### config.mk
export PLATFORM = sky130hd
export DESIGN_NAME = eth_tx_sched
export DESIGN_NICKNAME = d
export VERILOG_FILES = /design/src/rtl/eth_tx_sched.sv
export SDC_FILE = /design/constraint.sdc
export NUM_CORES = 1
export LEC_CHECK = 0
export ABC_CLOCK_PERIOD_IN_PS = 1800
export BUFFER_PORTS_ARGS = -buffer_cell sky130_fd_sc_hd__buf_2
export CAP_MARGIN = 20
export CORE_AREA = 2 2 110 112
export CTS_CLUSTER_SIZE = 30
export DETAILED_ROUTE_END_ITERATION = 8
export DIE_AREA = 0 0 112 114
export PLACE_DENSITY = 0.75
export SLEW_MARGIN = 20
export SYNTH_ARGS = -nofsm -noshare
export SYNTH_HDL_FRONTEND = slang
export SYNTH_SLANG_ARGS = --single-unit
### constraint.sdc
create_clock -name aclk -period 1.8 [get_ports aclk]
set_input_delay 0.27 -clock aclk [delete_from_list [all_inputs] [get_ports aclk]]
set_output_delay 0.27 -clock aclk [all_outputs]
set_load 0.01 [all_outputs]
### src/rtl/eth_tx_sched.sv
// rtl/eth_tx_sched.sv - ARP/UDP transmit arbiter with inter-frame gap and tx_done timeout
// One frame in flight at a time; a single ARP reply can wait while a frame is being sent.
module eth_tx_sched #(
  parameter int IFG_CYCLES   = 12,
  parameter int DONE_TIMEOUT = 4096
) (
  input  logic        aclk,
  input  logic        aresetn,
  input  logic        arp_req,
  input  logic [47:0] arp_req_mac,
  input  logic        udp_frame_rdy,
  input  logic [47:0] udp_mac_d,
  input  logic        tx_done,
  output logic        tx_start,
  output logic        tx_sel,
  output logic [47:0] tx_mac_d,
  output logic        busy,
  output logic        arp_drop,
  output logic        timeout_err
);

  localparam int TO_W  = (DONE_TIMEOUT > 1) ? $clog2(DONE_TIMEOUT) : 1;
  localparam int IFG_W = (IFG_CYCLES > 1) ? $clog2(IFG_CYCLES) : 1;
  localparam logic [TO_W-1:0]  TO_LAST  = TO_W'(DONE_TIMEOUT - 1);
  localparam logic [IFG_W-1:0] IFG_LAST = IFG_W'(IFG_CYCLES - 1);

  typedef enum logic [1:0] {
    IDLE,
    START,
    WAIT_DONE,
    IFG
  } state_t;

  state_t            state_q;
  logic              arp_pend_q;
  logic [47:0]       arp_mac_q;
  logic              last_arp_q;
  logic [TO_W-1:0]   to_cnt_q;
  logic [IFG_W-1:0]  ifg_cnt_q;
  logic              tx_start_q;
  logic              tx_sel_q;
  logic [47:0]       tx_mac_q;
  logic              busy_q;
  logic              arp_drop_q;
  logic              timeout_err_q;

  logic grant_any;
  logic grant_arp;
  logic arp_clear;

  // ARP wins unless it also won last time and UDP is waiting, so neither starves.
  assign grant_any = arp_pend_q | udp_frame_rdy;
  assign grant_arp = arp_pend_q & ~(last_arp_q & udp_frame_rdy);
  assign arp_clear = (state_q == IDLE) & grant_arp;

  // A request arriving on the cycle the pending one is granted refills the slot instead of dropping.
  always_ff @(posedge aclk or negedge aresetn) begin
    if (!aresetn) begin
      arp_pend_q <= 1'b0;
      arp_mac_q  <= '0;
      arp_drop_q <= 1'b0;
    end else begin
      arp_drop_q <= arp_req & arp_pend_q & ~arp_clear;
      if (arp_req && (!arp_pend_q || arp_clear)) begin
        arp_pend_q <= 1'b1;
        arp_mac_q  <= arp_req_mac;
      end else if (arp_clear) begin
        arp_pend_q <= 1'b0;
      end
    end
  end

  always_ff @(posedge aclk or negedge aresetn) begin
    if (!aresetn) begin
      state_q       <= IDLE;
      last_arp_q    <= 1'b0;
      to_cnt_q      <= '0;
      ifg_cnt_q     <= '0;
      tx_start_q    <= 1'b0;
      tx_sel_q      <= 1'b0;
      tx_mac_q      <= '0;
      busy_q        <= 1'b0;
      timeout_err_q <= 1'b0;
    end else begin
      tx_start_q    <= 1'b0;
      timeout_err_q <= 1'b0;
      case (state_q)
        IDLE: begin
          if (grant_any) begin
            state_q    <= START;
            tx_start_q <= 1'b1;
            busy_q     <= 1'b1;
            tx_sel_q   <= grant_arp;
            tx_mac_q   <= grant_arp ? arp_mac_q : udp_mac_d;
            last_arp_q <= grant_arp;
            to_cnt_q   <= '0;
            ifg_cnt_q  <= '0;
          end
        end
        START: begin
          state_q  <= WAIT_DONE;
          to_cnt_q <= '0;
        end
        WAIT_DONE: begin
          // A done arriving on the terminal count still counts as a normal completion.
          if (tx_done) begin
            state_q   <= IFG;
            to_cnt_q  <= '0;
            ifg_cnt_q <= '0;
          end else if (to_cnt_q == TO_LAST) begin
            state_q       <= IFG;
            timeout_err_q <= 1'b1;
            to_cnt_q      <= '0;
            ifg_cnt_q     <= '0;
          end else begin
            to_cnt_q <= to_cnt_q + TO_W'(1);
          end
        end
        IFG: begin
          if (ifg_cnt_q == IFG_LAST) begin
            state_q   <= IDLE;
            busy_q    <= 1'b0;
            ifg_cnt_q <= '0;
          end else begin
            ifg_cnt_q <= ifg_cnt_q + IFG_W'(1);
          end
        end
        default: begin
          state_q <= IDLE;
          busy_q  <= 1'b0;
        end
      endcase
    end
  end

  assign tx_start    = tx_start_q;
  assign tx_sel      = tx_sel_q;
  assign tx_mac_d    = tx_mac_q;
  assign busy        = busy_q;
  assign arp_drop    = arp_drop_q;
  assign timeout_err = timeout_err_q;

endmodule

* Word level (Yosys, flattened, before mapping)
Index checks and enable logic that the tools add are counted.
** Cells by class
- $add $sub $neg :: 2
- Eq/ne operators :: 8
- Multiplexer cells :: 25
- Bitwise gates (word level) :: 8
- Reductions and logical operators :: 13
** Operators with widths (number)
- 48-bit two-way mux :: 1
- 12-bit two-way mux :: 3
- 12-bit case mux with 3 select lines :: 1
- 4-bit two-way mux :: 4
- 12-bit by 1-bit adder with 12-bit output, second input constant :: 1
- 12-bit equality test, second input constant :: 1
- 4-bit case mux with 3 select lines :: 1
- 1-bit two-way mux :: 9
- 3-bit AND reduction :: 3
- 2-bit two-way mux :: 4
- 2-bit case mux with 4 select lines :: 1
- 3-bit nonzero test :: 2
- 1-bit bitwise AND :: 5
- 4-bit by 1-bit adder with 4-bit output, second input constant :: 1
- 2-bit equality test, second input constant :: 2
- 4-bit equality test, second input constant :: 1
- 2-bit != test, second input constant :: 2
- 2-bit AND reduction :: 2
- 2-bit nonzero test :: 2
- 3-bit != test, second input constant :: 1
- 2-bit by 1-bit equality test with 1-bit output, second input constant :: 1
- 2-bit logical NOT :: 1
- 1-bit inverter :: 2
- 1-bit case mux with 2 select lines :: 1
- other kinds (4) :: 4
** Storage, ports and cells
- Bits in registers :: 120
- Input bits :: 101
- Output and inout bits :: 53
- Logic and storage cells :: 67

* Longest topological paths before layout
Gate-level depths: netlist (run 1).
- Word-level depth :: 7
- Depth in mapped cells :: 7
- Mapped depth without buffers :: 6

* Worst setup path before layout (run 1)
Ideal clock, no wire load.
- Kind :: reg-to-reg
- Start :: reg state_q[0]
- End :: reg arp_mac_q[22]
- Library setup time :: 0.125 ns
- Arrival time :: 1.729 ns
- Data required time :: 1.675 ns
- Slack :: -0.054 ns
- Stages on the path, launching flop included :: 8
- Path buffers :: 2
- Clock period less this slack :: 1.854 ns
- Cells stage by stage :: dfrtp_1 > inv_1 > ha_1 > a21boi_0 > nand2b_1 > buf_2 > buf_4 > mux2_2
** Between the ends
- Longest elaborated chain between the ends :: 4
** RTL lines
- start, declared :: RTL line 34 : state_t state_q;
- start signal, assigned :: RTL line 75 : state_q <= IDLE;
- start signal, assigned :: RTL line 90 : state_q <= START;
- start signal, assigned :: RTL line 101 : state_q <= WAIT_DONE;
- 2-bit logical NOT :: RTL line 54 : assign arp_clear = (state_q == IDLE) & grant_arp;
- 1-bit bitwise AND :: RTL line 54
- 1-bit logical OR :: RTL line 64 : if (arp_req && (!arp_pend_q || arp_clear)) begin
- 1-bit logical AND :: RTL line 64
- end signal, assigned :: RTL line 66 : arp_mac_q <= arp_req_mac;
- end, declared :: RTL line 36 : logic [47:0] arp_mac_q;
Every way passes these cells.
A chain may end at the register's enable or synchronous reset.

* Worst setup path in the final report (run 1)
- Start :: reg to_cnt_q[1]
- End :: reg ifg_cnt_q[3]
** Between the ends
- Longest elaborated chain between the ends :: 3
** RTL lines
- start, declared :: RTL line 38 : logic [TO_W-1:0] to_cnt_q;
- start signal, assigned :: RTL line 116 : to_cnt_q <= to_cnt_q + TO_W'(1);
- 12-bit equality test :: RTL line 110 : end else if (to_cnt_q == TO_LAST) begin
- 3-bit != test (no source line)
- 3-bit AND reduction (no source line)
- end signal, assigned :: RTL line 125 : ifg_cnt_q <= ifg_cnt_q + IFG_W'(1);
- end, declared :: RTL line 39 : logic [IFG_W-1:0] ifg_cnt_q;
Every way passes these cells.

==> qor.yml, run 1 <==
crit_path_end_kind: "flop"
initial_utilization_pct: 45.3
synthSimpleGateAreaFrac_pct: 9.79
power_density_mw_per_mm2: 1750
clk_pin_slew_ns: 0.05
ios: 154
core-area_mm2: 0.0117
synth_xor_area_share_pct: 0
startpoint_type: "flop"
synth_area_leader_cell: "dfrtp_1"
die_w_um: 112
p_seq_share_pct: 36.7
drtIter0Drc: 236
ys_seq_area_share_pct: 56.6
design_area_mm2: 0.00700
final_cell_mix: "152 x buf_2, 120 x dfrtp_1, 60 x nand2_1"
synthArstFlopShare_pct: 100
p_comb_share_pct: 38.2
required_ns: 2.13
max_slew_margin_pct: 56.0
route.vias.total: 4053
peakVddDrop_v: 0.00110
finalCriticalPeriod_ns: 1.74
ys_warn_count: 0
ys_ff_latch: 120
root_buffer: "clkbuf_16"
muxShareOfSynthArea_pct: 20.1
synthCells: 446
clock.fmax_mhz: 573
totalWireLength_um: 12200
power_frac_clock_pct: 25.0
synth_top_family_by_area: "multiplexers"
final_antenna_net_count: 0
switching_share_pct: 33.0
p_leak_nw: 3.51
synth_fa_ha_area_share_pct: 1.42
crit_arrival_ns: 2.07
synth_compound_area_share_pct: 9.02
syn_to_final_growth_pct: 32.0
cts_max_level: 4
timing.final.crit_share_pct: 96.9
final-seq-area_mm2: 0.00300
synth_top_area_share_pct: 56.6
die_h_um: 114
post-route-util_pct: 59.8
place_area_mm2: 0.00642
clk_latency_ns: 0.40
skew_ns: 0.00581
port-buffer-count: 153
syn_nets: 553
synth.area.top_cells: "dfrtp_1 57%, mux2_2 11%, mux2i_1 9.4%"
cts_tree: "yes"
drc_errors: 0
cts.path.max_buffers: 2
grt_max_degree: 121
overflow: 0
maxCapViolCount: 0
dr.pass1.iters: 6
wl_per_cell_um: 15.6
setup_violations: 0
first_global_vias: 4204
routed_via_density: 5.21
grt_pass1_wl_um: 19500
status: "completed"
yosys_most_used_dff: "dfrtp_1"
holdWs_ns: 0.0943
hp-class: "in -> reg"
cts.sinks: 120
dp_hpwl_um: 8580
place_congestion: 0.922
antenna_found_initial: 0
max_slew.worst_pin.slew_ns: 0.660
numCtsBuffers: 17
finalMaxSlewViolations: 0
ys_types: 40
multi_input_area_mm2: 0.00218
fin_nets: 728
dieArea_mm2: 0.0128
internal_power_w: 0.00821
n_antenna_cell: 0
grt.total_usage_pct: 19.6
fin_setup_tns_ns: 0
rows: 40
drive_above_1_share_pct: 43.6
final_common_cell: "buf_2"
synth_edf_count: 0
p_sw_w: 0.00404
path_class: "reg -> reg"
fillerInstances: 1005
hold_viol: 0
synth_area_mm2: 0.00530
worstPathMaxFanout: 5
synth_area_per_cell_um2: 11.9
cell usage after synthesis (all sizes together), types with 2 or more instances:
| cell | count |
|---|---|
| o21ai | 59 |
| nand3b | 3 |
| or2 | 3 |
| nor3 | 5 |
| inv | 6 |
| nand4 | 4 |
| clkbuf | 12 |
| a41oi | 2 |
| and2 | 3 |
| nand2 | 60 |
| nand3 | 6 |
| a31oi | 10 |
| a21oi | 6 |
| nand2b | 5 |
| mux2 | 50 |
| nor2 | 5 |
| ha | 6 |
| buf | 14 |
| or4 | 2 |
| dfrtp | 120 |
| and3 | 5 |
| mux2i | 50 |
critical path, stage by stage (launching register included):
cell and delay (ns):
dfrtp_1 0.39, ha_2 0.21, and3_4 0.21, a41oi_4 0.19, or4_4 0.59, o211ai_2 0.08
final cells by class:
| class | instances | share of cell area, % |
|---|---|---|
| inverters | 6 | 0.322 |
| multi-input cells | 294 | 31.2 |
| repair buffers | 182 | 15.4 |
| well taps | 147 | 2.63 |
| clock inverters | 4 | 0.644 |
| clock buffers | 25 | 6.94 |
| flip-flops and latches | 120 | 42.9 |
power by group through the flow:
| stage | registers [W] | logic, W | clock network (W) |
|---|---|---|---|
| floorplan | 0.00469 | 0.00273 | 0 |
| global placement | 0.00447 | 0.00446 | 0 |
| detailed placement | 0.00455 | 0.00468 | 0 |
| CTS | 0.00451 | 0.00472 | 0.00313 |
| global route | 0.00465 | 0.00519 | 0.00326 |
| finish | 0.00450 | 0.00469 | 0.00306 |
final timing paths:
path	end	slack (ns)	from	cells past startpoint
max in group asynchronous	tx_mac_d[7]	0.80	aresetn	3
worst min-delay path	arp_mac_q[33]	0.09	arp_req_mac[33]	2
min in group asynchronous	timeout_err	0.48	aresetn	3
worst min register to register	tx_mac_d[39]	0.47	tx_mac_d[39]	2
worst max-delay path	ifg_cnt_q[3]	0.06	to_cnt_q[1]	5
worst max register to register	ifg_cnt_q[3]	0.06	to_cnt_q[1]	5
sequential cells by signal, indices dropped and copies added (netlist names):
name	flops
arp_pend_q	1
timeout_err	1
tx_mac_d	48
ifg_cnt_q	4
arp_drop	1
state_q	2
to_cnt_q	12
tx_sel	1
tx_start	1
arp_mac_q	48
busy	1
through the flow:
| stage | instances | total power [W] | setup slack (ns) |
|---|---|---|---|
| final | 778 | 0.0122 | 0.0558 |
| after global placement | 747 | 0.00893 | 0.0853 |
| after global routing | 778 | 0.0131 | -0.0188 |
| after detailed placement | 747 | 0.00923 | -0.0165 |
| after CTS | 778 | 0.0124 | 0.0380 |
| after floorplan | 446 | 0.00742 | 0.0234 |
layer usage:
| layer | track usage [%] | part of all wire (%) | routed length (µm) |
|---|---|---|---|
| met5 | 0 | 0 | 0 |
| met4 | 8.29 | 2.2 | 266 |
| met3 | 7.01 | 6.6 | 808 |
| met2 | 34.0 | 51 | 6220 |
| met1 | 22.0 | 40 | 4870 |
cell families after synthesis:
kind of cell    after synthesis
flops                       120
mux                         100
simple gates                105
fa+ha+maj                     6
compound gates               83
buf+inv                      32
what timing repair did:
action                     4_1_cts  5_1_grt
hold buffers                     1        0
setup endpoints to repair       14       52
gates resized for setup          1        6
buffers inserted                 1        0
hold endpoints to repair        36        0
pin swaps                        0        1
Note: power is estimated with default switching activity, not from simulation.
==> run 2: changes to the inputs <==
--- a/config.mk
+++ b/config.mk
@@ -5,11 +5,11 @@
 export SDC_FILE = /design/constraint.sdc
 export NUM_CORES = 1
 export LEC_CHECK = 0
-export ABC_CLOCK_PERIOD_IN_PS = 1800
+export ABC_CLOCK_PERIOD_IN_PS = 1500
 export BUFFER_PORTS_ARGS = -buffer_cell sky130_fd_sc_hd__buf_2
 export CAP_MARGIN = 20
 export CORE_AREA = 2 2 110 112
-export CTS_CLUSTER_SIZE = 30
+export CTS_CLUSTER_SIZE = 14
 export DETAILED_ROUTE_END_ITERATION = 8
 export DIE_AREA = 0 0 112 114
 export PLACE_DENSITY = 0.75
==> constraint.sdc (replaced) <==
create_clock -name aclk -period 1.5 [get_ports aclk]
set_input_delay 0.225 -clock aclk [delete_from_list [all_inputs] [get_ports aclk]]
set_output_delay 0.225 -clock aclk [all_outputs]
set_load 0.01 [all_outputs]
==> run 2 against run 1 <==
Largest cell class unchanged. Worst setup slack lost 0.26 ns. Utilization rose by 8.9 points. Largest power group unchanged. Combinational power rose by 69%. First-iteration DRC count decreased by 3.0%. The flow now finishes with violations (negative setup slack).
==> qor.yml, run 2 (same netlist as run 1, synthesis figures left out) <==
status: "complete, but fails checks"
violations: "negative setup slack"
syn_to_final_growth_pct: 51.7
place_congestion: 0.880  # -4.6%
clk_latency_ns: 0.42  # +0.02 ns
route.vias.total: 4312  # +6.4%
cts.path.max_buffers: 2  # unchanged
n_antenna_cell: 0  # unchanged
power_frac_clock_pct: 22.2  # -2.8 points
dieArea_mm2: 0.0128  # unchanged
numCtsBuffers: 17  # unchanged
grt_pass1_wl_um: 22300  # +14%
max_slew_margin_pct: 74.3  # +18 points
peakVddDrop_v: 0.00117  # +5.9%
p_sw_w: 0.00573  # +42%
cts_tree: "yes"
initial_utilization_pct: 45.3  # unchanged
worstPathMaxFanout: 6  # +1
setup_slack_ns: -0.203  # -0.259 ns
switching_share_pct: 33.2  # +0.15 points
drtIter0Drc: 229  # -3.0%
hp-class: "in -> reg"
p_leak_nw: 4.13  # +18%
max_slew.worst_pin.slew_ns: 0.384  # -0.276 ns
grt_max_degree: 56  # -54%
dp_hpwl_um: 9040  # +5.4%
startpoint_type: "flop"
dr.pass1.iters: 4  # -2
routed_via_density: 5.22  # +0.21%
cts.sinks: 120  # unchanged
final_cell_mix: "152 x buf_2, 119 x dfrtp_1, 58 x nand2_1"
final_common_cell: "buf_2"
drc_errors: 0  # unchanged
p_seq_share_pct: 31.8  # -4.9 points
final_antenna_net_count: 0  # unchanged
rows: 40  # unchanged
post-place-ws_ns: -0.251  # -0.234 ns
totalWireLength_um: 14900  # +23%
internal_power_w: 0.0115  # +41%
finalCriticalPeriod_ns: 1.70  # -0.0411 ns
crit_path_end_kind: "flop"
p_comb_share_pct: 45.9  # +7.7 points
clock.fmax_mhz: 587  # +2.4%
hold_viol: 0  # unchanged
finalMaxSlewViolations: 0  # unchanged
drive_above_1_share_pct: 52.1  # +8.6 points
holdWs_ns: 0.0354  # -0.0589 ns
power_density_mw_per_mm2: 2150  # +23%
setup_violations: 66  # +66
timing.final.crit_share_pct: 114  # +17 points
ios: 154  # unchanged
maxCapViolCount: 0  # unchanged
rsz0062_at_grt: "true"
antenna_found_initial: 0  # unchanged
path_class: "reg -> reg"
fillerInstances: 886  # -12%
port-buffer-count: 153  # unchanged
skew_ns: 0.00564  # -0.000163 ns
die_w_um: 112  # unchanged
crit_arrival_ns: 2.01  # -0.06 ns
die_h_um: 114  # unchanged
cts_max_level: 4  # unchanged
wl_per_cell_um: 18.1  # +16%
clk_pin_slew_ns: 0.05  # about the same
first_global_vias: 4495  # +6.9%
overflow: 0  # unchanged
grt.total_usage_pct: 22.7  # +3.1 points
fin_nets: 775  # +6.5%
core-area_mm2: 0.0117  # unchanged
required_ns: 1.81  # -0.32 ns
root_buffer: "clkbuf_16"
ff2ff_setup_slack_ns: -0.20  # -0.26 ns
==> run 2: path summary, 6_finish.rpt <==
kind / cells past startpoint / to / startpoint
hold / removal: 2 / arp_mac_q[18] / arp_req_mac[18]
setup / recovery: 7 / to_cnt_q[9] / state_q[0]
min in group asynchronous: 2 / ifg_cnt_q[1] / aresetn
max in group asynchronous: 3 / tx_mac_d[30] / aresetn
hold reg to reg: 2 / tx_mac_d[29] / tx_mac_d[29]
setup reg to reg: 7 / to_cnt_q[9] / state_q[0]
==> run 2: through the flow <==
| step | instances | setup TNS [ns] | util (%) | total power (W) | cell area, µm² |
|---|---|---|---|---|---|
| finish | 826 | -6.46 | 68.7 | 0.0173 | 8040 |
| global route | 826 | -11.09 | 68.7 | 0.0183 | 8040 |
| CTS | 815 | -7.10 | 65.4 | 0.0163 | 7660 |
| detailed placement | 771 | -8.74 | 57.5 | 0.0116 | 6740 |
| global placement | 771 | -4.86 | 57.5 | 0.0113 | 6740 |
| floorplan | 446 | -3.91 | - | 0.00938 | 5480 |
==> run 2: metal layers <==
layer | vias up | global-route usage, % | part of all wire [%]
li1 | 2037 | - | -
met1 | 2097 | 27.3 | 41
met2 | 157 | 37.4 | 51
met3 | 21 | 6.96 | 5.9
met4 | 0 | 11.0 | 2.1
met5 | - | 0 | 0
==> run 2: power by group through the flow <==
| stage | registers (W) | clock network (W) | logic [W] |
|---|---|---|---|
| after floorplan | 0.00565 | 0 | 0.00372 |
| after global placement | 0.00537 | 0 | 0.00593 |
| after detailed placement | 0.00546 | 0 | 0.00614 |
| after CTS | 0.00544 | 0.00389 | 0.00700 |
| after global routing | 0.00566 | 0.00405 | 0.00858 |
| final | 0.00550 | 0.00384 | 0.00794 |
==> run 2: layout make-up <==
type | instances | area, µm² | share of cell area [%]
clock buffers | 20 | 447 | 5.55
well taps | 147 | 184 | 2.29
multi-input cells | 294 | 2580 | 32.1
inverters | 6 | 22.5 | 0.280
clock inverters | 10 | 105 | 1.31
repair buffers | 229 | 1700 | 21.1
flip-flops and latches | 120 | 3000 | 37.3
==> run 2: critical path, cell delays in order (launching register included) <==
cell and delay [ns]:
dfrtp_1 0.39, inv_2 0.09, ha_2 0.21, nand2b_4 0.07
a41oi_4 0.35, buf_6 0.19, o21ai_0 0.09, a31oi_1 0.21
==> run 2: repair_timing <==
| action | in CTS | in global routing |
|---|---|---|
| resized for setup | 51 | 52 |
| hold buffers | 1 | 0 |
| hold endpoints to repair | 16 | 0 |
| cloned | 4 | 6 |
| setup endpoints to repair | 71 | 89 |
| buffers inserted | 9 | 5 |
| pin swaps | 15 | 14 |
